**config.mk**
```make
export PLATFORM = sky130hd
export DESIGN_NAME = rate_div_hex_counter
export DESIGN_NICKNAME = d
export VERILOG_FILES = /design/src/rtl/hex_disp_pkg.sv /design/src/rtl/rate_divider.sv /design/src/rtl/rate_div_hex_counter.sv
export SDC_FILE = /design/constraint.sdc
export NUM_CORES = 1
export LEC_CHECK = 0
export ABC_CLOCK_PERIOD_IN_PS = 3500
export CORE_ASPECT_RATIO = 0.7
export CORE_MARGIN = 1.5
export CORE_UTILIZATION = 56
export CTS_CLUSTER_DIAMETER = 60
export DETAILED_ROUTE_END_ITERATION = 12
export DONT_BUFFER_PORTS = 1
export PLACE_DENSITY = 0.7
export SLEW_MARGIN = 30
export SYNTH_ARGS = -nofsm -noshare
export SYNTH_HDL_FRONTEND = slang
export SYNTH_SLANG_ARGS = --single-unit
```
**constraint.sdc**
```tcl
create_clock -name clock -period 3.5 [get_ports clock]
set_input_delay 0.35 -clock clock [delete_from_list [all_inputs] [get_ports clock]]
set_output_delay 0.35 -clock clock [all_outputs]
set_load 0.01 [all_outputs]
```
**src/rtl/hex_disp_pkg.sv**
```systemverilog
// Shared constants and helpers for the rate-divided hex digit counter.
package hex_disp_pkg;

  // Rate select encodings
  localparam logic [1:0] SPEED_FULL = 2'b00;
  localparam logic [1:0] SPEED_1HZ  = 2'b01;
  localparam logic [1:0] SPEED_HALF = 2'b10;
  localparam logic [1:0] SPEED_QTR  = 2'b11;

  // Width of one hex/BCD digit
  localparam int unsigned DIGIT_W = 4;

  // Number of clock cycles between count steps for a given rate select
  function automatic int unsigned period_of(input logic [1:0] speed, input int unsigned clk_hz);
    int unsigned period;
    period = 1;
    case (speed)
      SPEED_FULL: period = 1;
      SPEED_1HZ:  period = clk_hz;
      SPEED_HALF: period = 2 * clk_hz;
      SPEED_QTR:  period = 4 * clk_hz;
      default:    period = 1;
    endcase
    return period;
  endfunction

endpackage

```
**src/rtl/rate_divider.sv**
```systemverilog
// Down-counting rate divider: emits one step per selected period.
// A load strobe forces a reload without stepping.
module rate_divider
  import hex_disp_pkg::*;
#(
  parameter int unsigned CLK_HZ = 50_000_000
) (
  input  logic       clock,
  input  logic       resetn,
  input  logic       enable,
  input  logic       load,
  input  logic [1:0] speed,
  output logic       step
);

  localparam int unsigned DIV_W = $clog2(4 * CLK_HZ);

  logic [DIV_W-1:0] div_cnt_q;
  logic [DIV_W-1:0] div_cnt_d;
  logic [DIV_W-1:0] reload;

  // Reload value for the period that starts at this edge
  always_comb begin
    reload = DIV_W'(period_of(speed, CLK_HZ) - 1);
  end

  // Step fires on the reload edge; load suppresses it
  always_comb begin
    step = enable && !load && (div_cnt_q == '0);
  end

  // Next divider state: load > enable > hold
  always_comb begin
    div_cnt_d = div_cnt_q;
    if (load || step) begin
      div_cnt_d = reload;
    end else if (enable) begin
      div_cnt_d = div_cnt_q - 1'b1;
    end
  end

  // Divider register; starts at 0 so the first enabled edge steps
  always_ff @(posedge clock or negedge resetn) begin
    if (!resetn) begin
      div_cnt_q <= '0;
    end else begin
      div_cnt_q <= div_cnt_d;
    end
  end

endmodule

```
**src/rtl/rate_div_hex_counter.sv**
```systemverilog
// Selectable-rate 4-bit up/down digit counter feeding a 7-segment decoder.
// Build option: define DECIMAL_WRAP_EN for a BCD (0..9) digit instead of mod-16 hex.
module rate_div_hex_counter
  import hex_disp_pkg::*;
#(
  parameter int unsigned CLK_HZ = 50_000_000
) (
  input  logic               clock,
  input  logic               resetn,
  input  logic               enable,
  input  logic [1:0]         speed,
  input  logic               up,
  input  logic               load,
  input  logic [DIGIT_W-1:0] load_val,
  output logic [DIGIT_W-1:0] count,
  output logic               tick
);

  logic               step;
  logic [DIGIT_W-1:0] count_q;
  logic [DIGIT_W-1:0] count_d;
  logic [DIGIT_W-1:0] step_val;
  logic               tick_q;

  rate_divider #(
    .CLK_HZ(CLK_HZ)
  ) u_rate_divider (
    .clock (clock),
    .resetn(resetn),
    .enable(enable),
    .load  (load),
    .speed (speed),
    .step  (step)
  );

  // Digit value after one step in the current direction
  always_comb begin
    step_val = count_q;
`ifdef DECIMAL_WRAP_EN
    // Out-of-range loaded values normalise on their first step
    if (up) begin
      step_val = (count_q >= DIGIT_W'(9)) ? '0 : count_q + 1'b1;
    end else begin
      step_val = ((count_q == '0) || (count_q >= DIGIT_W'(10))) ? DIGIT_W'(9)
                                                                 : count_q - 1'b1;
    end
`else
    step_val = up ? count_q + 1'b1 : count_q - 1'b1;
`endif
  end

  // Next count: load beats step beats hold
  always_comb begin
    count_d = count_q;
    if (load) begin
      count_d = load_val;
    end else if (step) begin
      count_d = step_val;
    end
  end

  // Count and tick registers; tick trails the step by one cycle
  always_ff @(posedge clock or negedge resetn) begin
    if (!resetn) begin
      count_q <= '0;
      tick_q  <= 1'b0;
    end else begin
      count_q <= count_d;
      tick_q  <= step;
    end
  end

  // Drive outputs from state
  always_comb begin
    count = count_q;
    tick  = tick_q;
  end

endmodule

```
==> impl_metrics.yaml, run 1 <==
critical_path:
  required_ns: 3.65
  path_max_fanout: 10
  crit_type: "reg2reg"
  r2r_slack_ns: 0.27
  rr_worst_depth: 10
  rr_startpoint: "u_rate_divider.div_cnt_q[3]$_DFFE_PN0P_"
  arrival_ns: 3.37
  end_kind: "flip-flop"
  critPathLaunchType: "flip-flop"
  reg2reg_to: "u_rate_divider.div_cnt_q[16]$_DFFE_PN0P_"
detailed_routing:
  viasPerCell: 6.099
  wl_um: 4557
  drtPass1Iterations: 5
  vias: 1671
  drtIter0Drc: 132
  drc: 0
  ant_nets: 0
  routedWlPerCell_um: 16.63
clock_network:
  clk_pin_slew_ns: 0.06
  cts_tree: "yes"
  numCtsBuffers: 5
  post_cts_buffers: 0
  cts_root_buf: "clkbuf_8"
  clk_latency_ns: 0.29
  cts_sinks: 33
  post_cts_resized: 0
  cts_buffer_depth: 2
  hold_buffers: 2
  htree_levels: 2
floorplanning:
  die_w_um: 75.22
  fp.dieArea_um2: 4028
  die_height_um: 53.56
  initial_core_util: 0.5819
  core_um2: 3513
  num_rows: 18
  io_pins: 16
pwr:
  p_comb_frac: 0.191
  p_sw_w: 0.0002857
  seqPwrFrac: 0.528
  power.density_nw_per_um2: 423.6
  swShare: 0.3091
  p_clk_frac: 0.281
  leakagePower_nw: 0.8053
  vdd_drop_max_v: 0.0003511
  intPower_w: 0.0006386
timing:
  max_slew_margin: 0.6051
  rsz0062_at_grt: "false"
  setup_violations: 0
  setup_tns_ns: 0
  finalCritPeriodShare: 0.9223
  clock_skew_ns: 0.005494
  drv_slew: 0
  finalHoldViolCount: 0
  period_needed_ns: 3.228
  setup_slack_ns: 0.2720
  max_freq_mhz: 309.8
  max_slew.worst_pin.slew_ns: 0.5869
placement:
  placed_cells: 266
  placed_cell_area_um2: 2078
  dp_hpwl_um: 3319
  gp_congestion: 0.8525
  port_buffers: 0
  pre_cts_ws_ns: 0.3208
layout:
  drive_gt1_frac: 0.08929
  final_cell_mix: "dfrtp_1, nor2_1, a21oi_1"
  layoutNonFillerInstCount: 274
  stdcell_area_um2: 2182
  fill_cells: 299
  num_antenna_cells: 0
  nets: 244
  final_common_cell: "dfrtp_1"
  syn_to_final_growth_pct: 6.732
logic_synthesis:
  ys_types: 38
  synthCells: 221
  ys_seq_elements: 33
  synth.avg_cell_area_um2: 9.251
  ys_seq_area_frac: 0.4039
  synthesis.area_um2: 2044
  synth_flop_cell: "dfrtp_1"
  postSynth.asyncResetShare: 1.000
  yosysWarnings: 0
  synth_edf_count: 0
  synth_nets: 240
outcome:
  status: "completed"
global_route:
  grt_pass1_vias: 1534
  grtUsageTotal: 0.2545
  antenna_found_initial: 0
  grt_pass1_wl_um: 7355
  grt_max_degree: 40
  grt_overflow: 0
job:
  drv_cap: 0
min_path:
  holdPathEnd: "count[0]$_DFFE_PN0N_"
  min_path_type: "in2reg"
  hp-start: "load"
  hold_path_depth: 1
[cell families after synthesis]
group           count (synthesis)  share of synthesized area
simple gates                   91                     0.2442
compound gates                 43                     0.1206
flops                          33                     0.4039
xor+xnor                       28                     0.1200
buf+inv                        14                    0.03917
fa+ha+maj                       8                    0.05263
mux                             4                    0.01958
[critical path, cell delays in order, from the launching register on]
cell     delay [ns]
dfrtp_1        0.44
or4_1          0.61
nor4_1         0.54
a31oi_2        0.17
nor2b_1        0.17
a21oi_1        0.06
ha_1           0.32
nand4_1        0.34
nor2_1         0.11
xnor2_1        0.20
a22oi_1        0.12
[sequential cells by signal, indices dropped and copies added (netlist names)]
signal	flops
count	4
tick	1
u_rate_divider.div_cnt_q	28
[per-stage QoR]
step / utilization / total power [W] / hold WS, ns
6_report: 0.6211 / 0.0009243 / 0.1495
5_1_grt: 0.6211 / 0.0009759 / 0.1445
4_1_cts: 0.6211 / 0.0009283 / 0.1445
3_5_place_dp: 0.5915 / 0.0006559 / 0.05493
3_3_place_gp: 0.5915 / 0.0006437 / 0.05497
2_1_floorplan: - / 0.0006153 / 0.05441
[layout make-up]
cell class	instances	area, µm²	area share
multi-input combinational	174	1145	0.5247
sequential	33	825.8	0.3784
clock buffer	5	68.82	0.03154
tap	50	62.56	0.02867
timing repair buffer	5	52.55	0.02408
inverter	6	22.52	0.01032
clock inverter	1	5.005	0.002294
[layer usage]
metal  track usage  part of all wire
met2        0.4071              0.46
met5             0                 0
met4       0.09524             0.013
met1        0.3443              0.45
met3       0.05243             0.076
[synthesized netlist by cell type, types with 3 or more instances]
master | instances | share of area
xor2_1 | 9 | 0.039
nor3_1 | 12 | 0.029
o21ai_1 | 3 | 0.0073
inv_1 | 6 | 0.011
xnor2_1 | 19 | 0.081
nor4_1 | 11 | 0.034
nand4_1 | 4 | 0.012
or4_1 | 4 | 0.015
nor2_1 | 23 | 0.042
a21oi_1 | 23 | 0.056
nor2b_1 | 3 | 0.0092
or2_2 | 3 | 0.0092
nand3_1 | 3 | 0.0073
o21ai_0 | 6 | 0.015
clkbuf_1 | 5 | 0.0092
ha_1 | 7 | 0.043
dfrtp_1 | 33 | 0.40
a31oi_1 | 3 | 0.0092
nor3b_1 | 3 | 0.011
or3_1 | 3 | 0.0092
mux2i_1 | 4 | 0.020
nand2_1 | 14 | 0.026
[worst max path at each step]
stage | from | endpoint | slack, ns
finish | u_rate_divider.div_cnt_q[3]$_DFFE_PN0P_ | u_rate_divider.div_cnt_q[16]$_DFFE_PN0P_ | 0.27
global route | u_rate_divider.div_cnt_q[3]$_DFFE_PN0P_ | u_rate_divider.div_cnt_q[26]$_DFFE_PN0P_ | 0.03
global placement | u_rate_divider.div_cnt_q[3]$_DFFE_PN0P_ | u_rate_divider.div_cnt_q[16]$_DFFE_PN0P_ | 0.48
CTS | u_rate_divider.div_cnt_q[3]$_DFFE_PN0P_ | u_rate_divider.div_cnt_q[16]$_DFFE_PN0P_ | 0.29
detailed placement | u_rate_divider.div_cnt_q[3]$_DFFE_PN0P_ | u_rate_divider.div_cnt_q[16]$_DFFE_PN0P_ | 0.32
floorplan | u_rate_divider.div_cnt_q[3]$_DFFE_PN0P_ | u_rate_divider.div_cnt_q[18]$_DFFE_PN0P_ | 0.46
[power groups by stage]
| stage | Sequential (W) | Combinational (W) | Clock [W] |
|---|---|---|---|
| after floorplan | 0.000478 | 0.000137 | 0 |
| after global placement | 0.000488 | 0.000156 | 0 |
| after detailed placement | 0.000492 | 0.000163 | 0 |
| after CTS | 0.000486 | 0.000177 | 0.000266 |
| after global routing | 0.000494 | 0.000197 | 0.000285 |
| final | 0.000488 | 0.000177 | 0.000260 |
(Power assumes the default switching activity.)
==> run 2, diff against run 1 <==
REMOVE_ABC_BUFFERS = 1   (was default)
SKIP_LAST_GASP = 1   (was default)
==> run 2 against run 1 <==
Setup slack improved by 0.047 ns; first-iteration DRC count increased by 24%; sequential power about the same; total power increased by 5.9%; clock power increased by 22%; utilization increased by 0.78 points; critical endpoint is now u_rate_divider.div_cnt_q[26]$_DFFE_PN0P_; largest power group unchanged.
==> impl_metrics.yaml, run 2 (same netlist as run 1, synthesis figures left out) <==
outcome:
  status: "completed"
global_route:
  grt_max_degree: 40
  grt_overflow: 0
  grtUsageTotal: 0.2528
  grt_pass1_wl_um: 7562
  antenna_found_initial: 0
  grt_pass1_vias: 1609
placement:
  gp_congestion: 0.8971
  port_buffers: 0
  dp_hpwl_um: 3240
  placed_cell_area_um2: 2078
clock_network:
  post_cts_resized: 0
  cts_tree: "yes"
  cts_sinks: 33
  hold_buffers: 2
  htree_levels: 2
  post_cts_buffers: 0
  numCtsBuffers: 5
  clk_latency_ns: 0.28
  clk_pin_slew_ns: 0.07
  cts_buffer_depth: 2
  cts_root_buf: "clkbuf_8"
timing:
  max_freq_mhz: 314.4
  clock_skew_ns: 0.003692
  finalHoldViolCount: 0
  drv_slew: 0
  rsz0062_at_grt: "false"
  max_slew.worst_pin.slew_ns: 0.7089
  finalCritPeriodShare: 0.9089
  setup_violations: 0
  period_needed_ns: 3.181
  max_slew_margin: 0.5231
floorplanning:
  io_pins: 16
  core_um2: 3513
  fp.dieArea_um2: 4028
  die_height_um: 53.56
  initial_core_util: 0.5819
  num_rows: 18
  die_w_um: 75.22
layout:
  final_cell_mix: "dfrtp_1, nor2_1, a21oi_1"
  nets: 244
  fill_cells: 305
  fin_util: 0.6289
  drive_gt1_frac: 0.09735
  stdcell_area_um2: 2210
  largest-register: "u_rate_divider.div_cnt_q"
  syn_to_final_growth_pct: 8.078
  final_common_cell: "dfrtp_1"
  largest_register_ffs: 28
  num_antenna_cells: 0
critical_path:
  required_ns: 3.65
  critPathMaxStageDelay_ns: 0.61
  end_kind: "flip-flop"
  crit_type: "reg2reg"
  critPathLaunchType: "flip-flop"
  crit_chain: "or4_1 -> nor4_1 -> a31oi_2 -> nor2b_1 -> a21oi_1 -> ha_1 -> nor2b_1 -> nand2_1 -> nor3b_1 -> nor3_1 -> a21oi_1"
  path_max_fanout: 10
  arrival_ns: 3.33
  crit_slowest_cell: "or4_1"
detailed_routing:
  viasPerCell: 6.123
  vias: 1690
  routedWlPerCell_um: 16.37
  ant_nets: 0
  wl_um: 4518
  drtIter0Drc: 164
  drc: 0
  drtPass1Iterations: 4
pwr:
  power.density_nw_per_um2: 442.8
  p_sw_w: 0.0002932
  intPower_w: 0.0006853
  leakagePower_nw: 0.8197
  seqPwrFrac: 0.499
  p_total_w: 0.0009784
  vdd_drop_max_v: 0.0002754
  p_comb_frac: 0.179
  p_clk_frac: 0.322
  swShare: 0.2996
job:
  drv_cap: 0
min_path:
  min_path_type: "in2reg"
run 2: cell count changes in the layout (fill, tap and decap cells not counted):
cell and change:
clkbuf_8 +2
run 2: final timing paths:
path | start | endpoint | slack, ns | cells after the start
setup reg to reg | u_rate_divider.div_cnt_q[3]$_DFFE_PN0P_ | u_rate_divider.div_cnt_q[26]$_DFFE_PN0P_ | 0.32 | 11
hold / removal | load | count[0]$_DFFE_PN0N_ | 0.15 | 1
setup / recovery | u_rate_divider.div_cnt_q[3]$_DFFE_PN0P_ | u_rate_divider.div_cnt_q[26]$_DFFE_PN0P_ | 0.32 | 11
hold reg to reg | u_rate_divider.div_cnt_q[1]$_DFFE_PN0P_ | u_rate_divider.div_cnt_q[1]$_DFFE_PN0P_ | 0.53 | 2
min in group asynchronous | resetn | u_rate_divider.div_cnt_q[16]$_DFFE_PN0P_ | 0.54 | 2
max in group asynchronous | resetn | count[2]$_DFFE_PN0N_ | 2.79 | 2
run 2: critical path, delay by kind of cell, from the launching register on:
family	cells	cell delay [ns]
flops	1	0.43
compound gates	3	0.30
simple gates	7	2.01
fa+ha+maj	1	0.31
run 2: cell type report:
cell class	count	area (µm²)	share of cell area
Clock buffer	7	96.34	0.04360
Multi-Input combinational cell	174	1145	0.5181
Tap cell	50	62.56	0.02831
Inverter	6	22.52	0.01019
Sequential cell	33	825.8	0.3737
Timing Repair Buffer	5	52.55	0.02378
Clock inverter	1	5.005	0.002265
run 2: layer usage:
layer  GRT usage  part of all wire  vias up
met5           0                 0        -
li1            -                 -      809
met2      0.4041              0.45       66
met1      0.3427              0.46      807
met4     0.07143             0.012        0
met3     0.06554             0.082        8
run 2: through the flow:
| stage | setup WS, ns | hold WS [ns] | std cells | TNS, ns |
|---|---|---|---|---|
| floorplan | -0.6661 | 0.05441 | 213 | -5.320 |
| CTS | 0.3316 | 0.1410 | 276 | 0 |
| finish | 0.3189 | 0.1490 | 276 | 0 |
| global placement | 0.4658 | 0.05500 | 266 | 0 |
| detailed placement | 0.3544 | 0.05483 | 266 | 0 |
| global route | 0.08152 | 0.1451 | 276 | 0 |
run 2: power by group through the flow:
| stage | clock (W) | sequential [W] | combinational (W) |
|---|---|---|---|
| finish | 0.000316 | 0.000488 | 0.000175 |
| global route | 0.000342 | 0.000494 | 0.000198 |
| CTS | 0.000319 | 0.000486 | 0.000175 |
| detailed placement | 0 | 0.000493 | 0.000162 |
| global placement | 0 | 0.000488 | 0.000156 |
| floorplan | 0 | 0.000479 | 0.000133 |
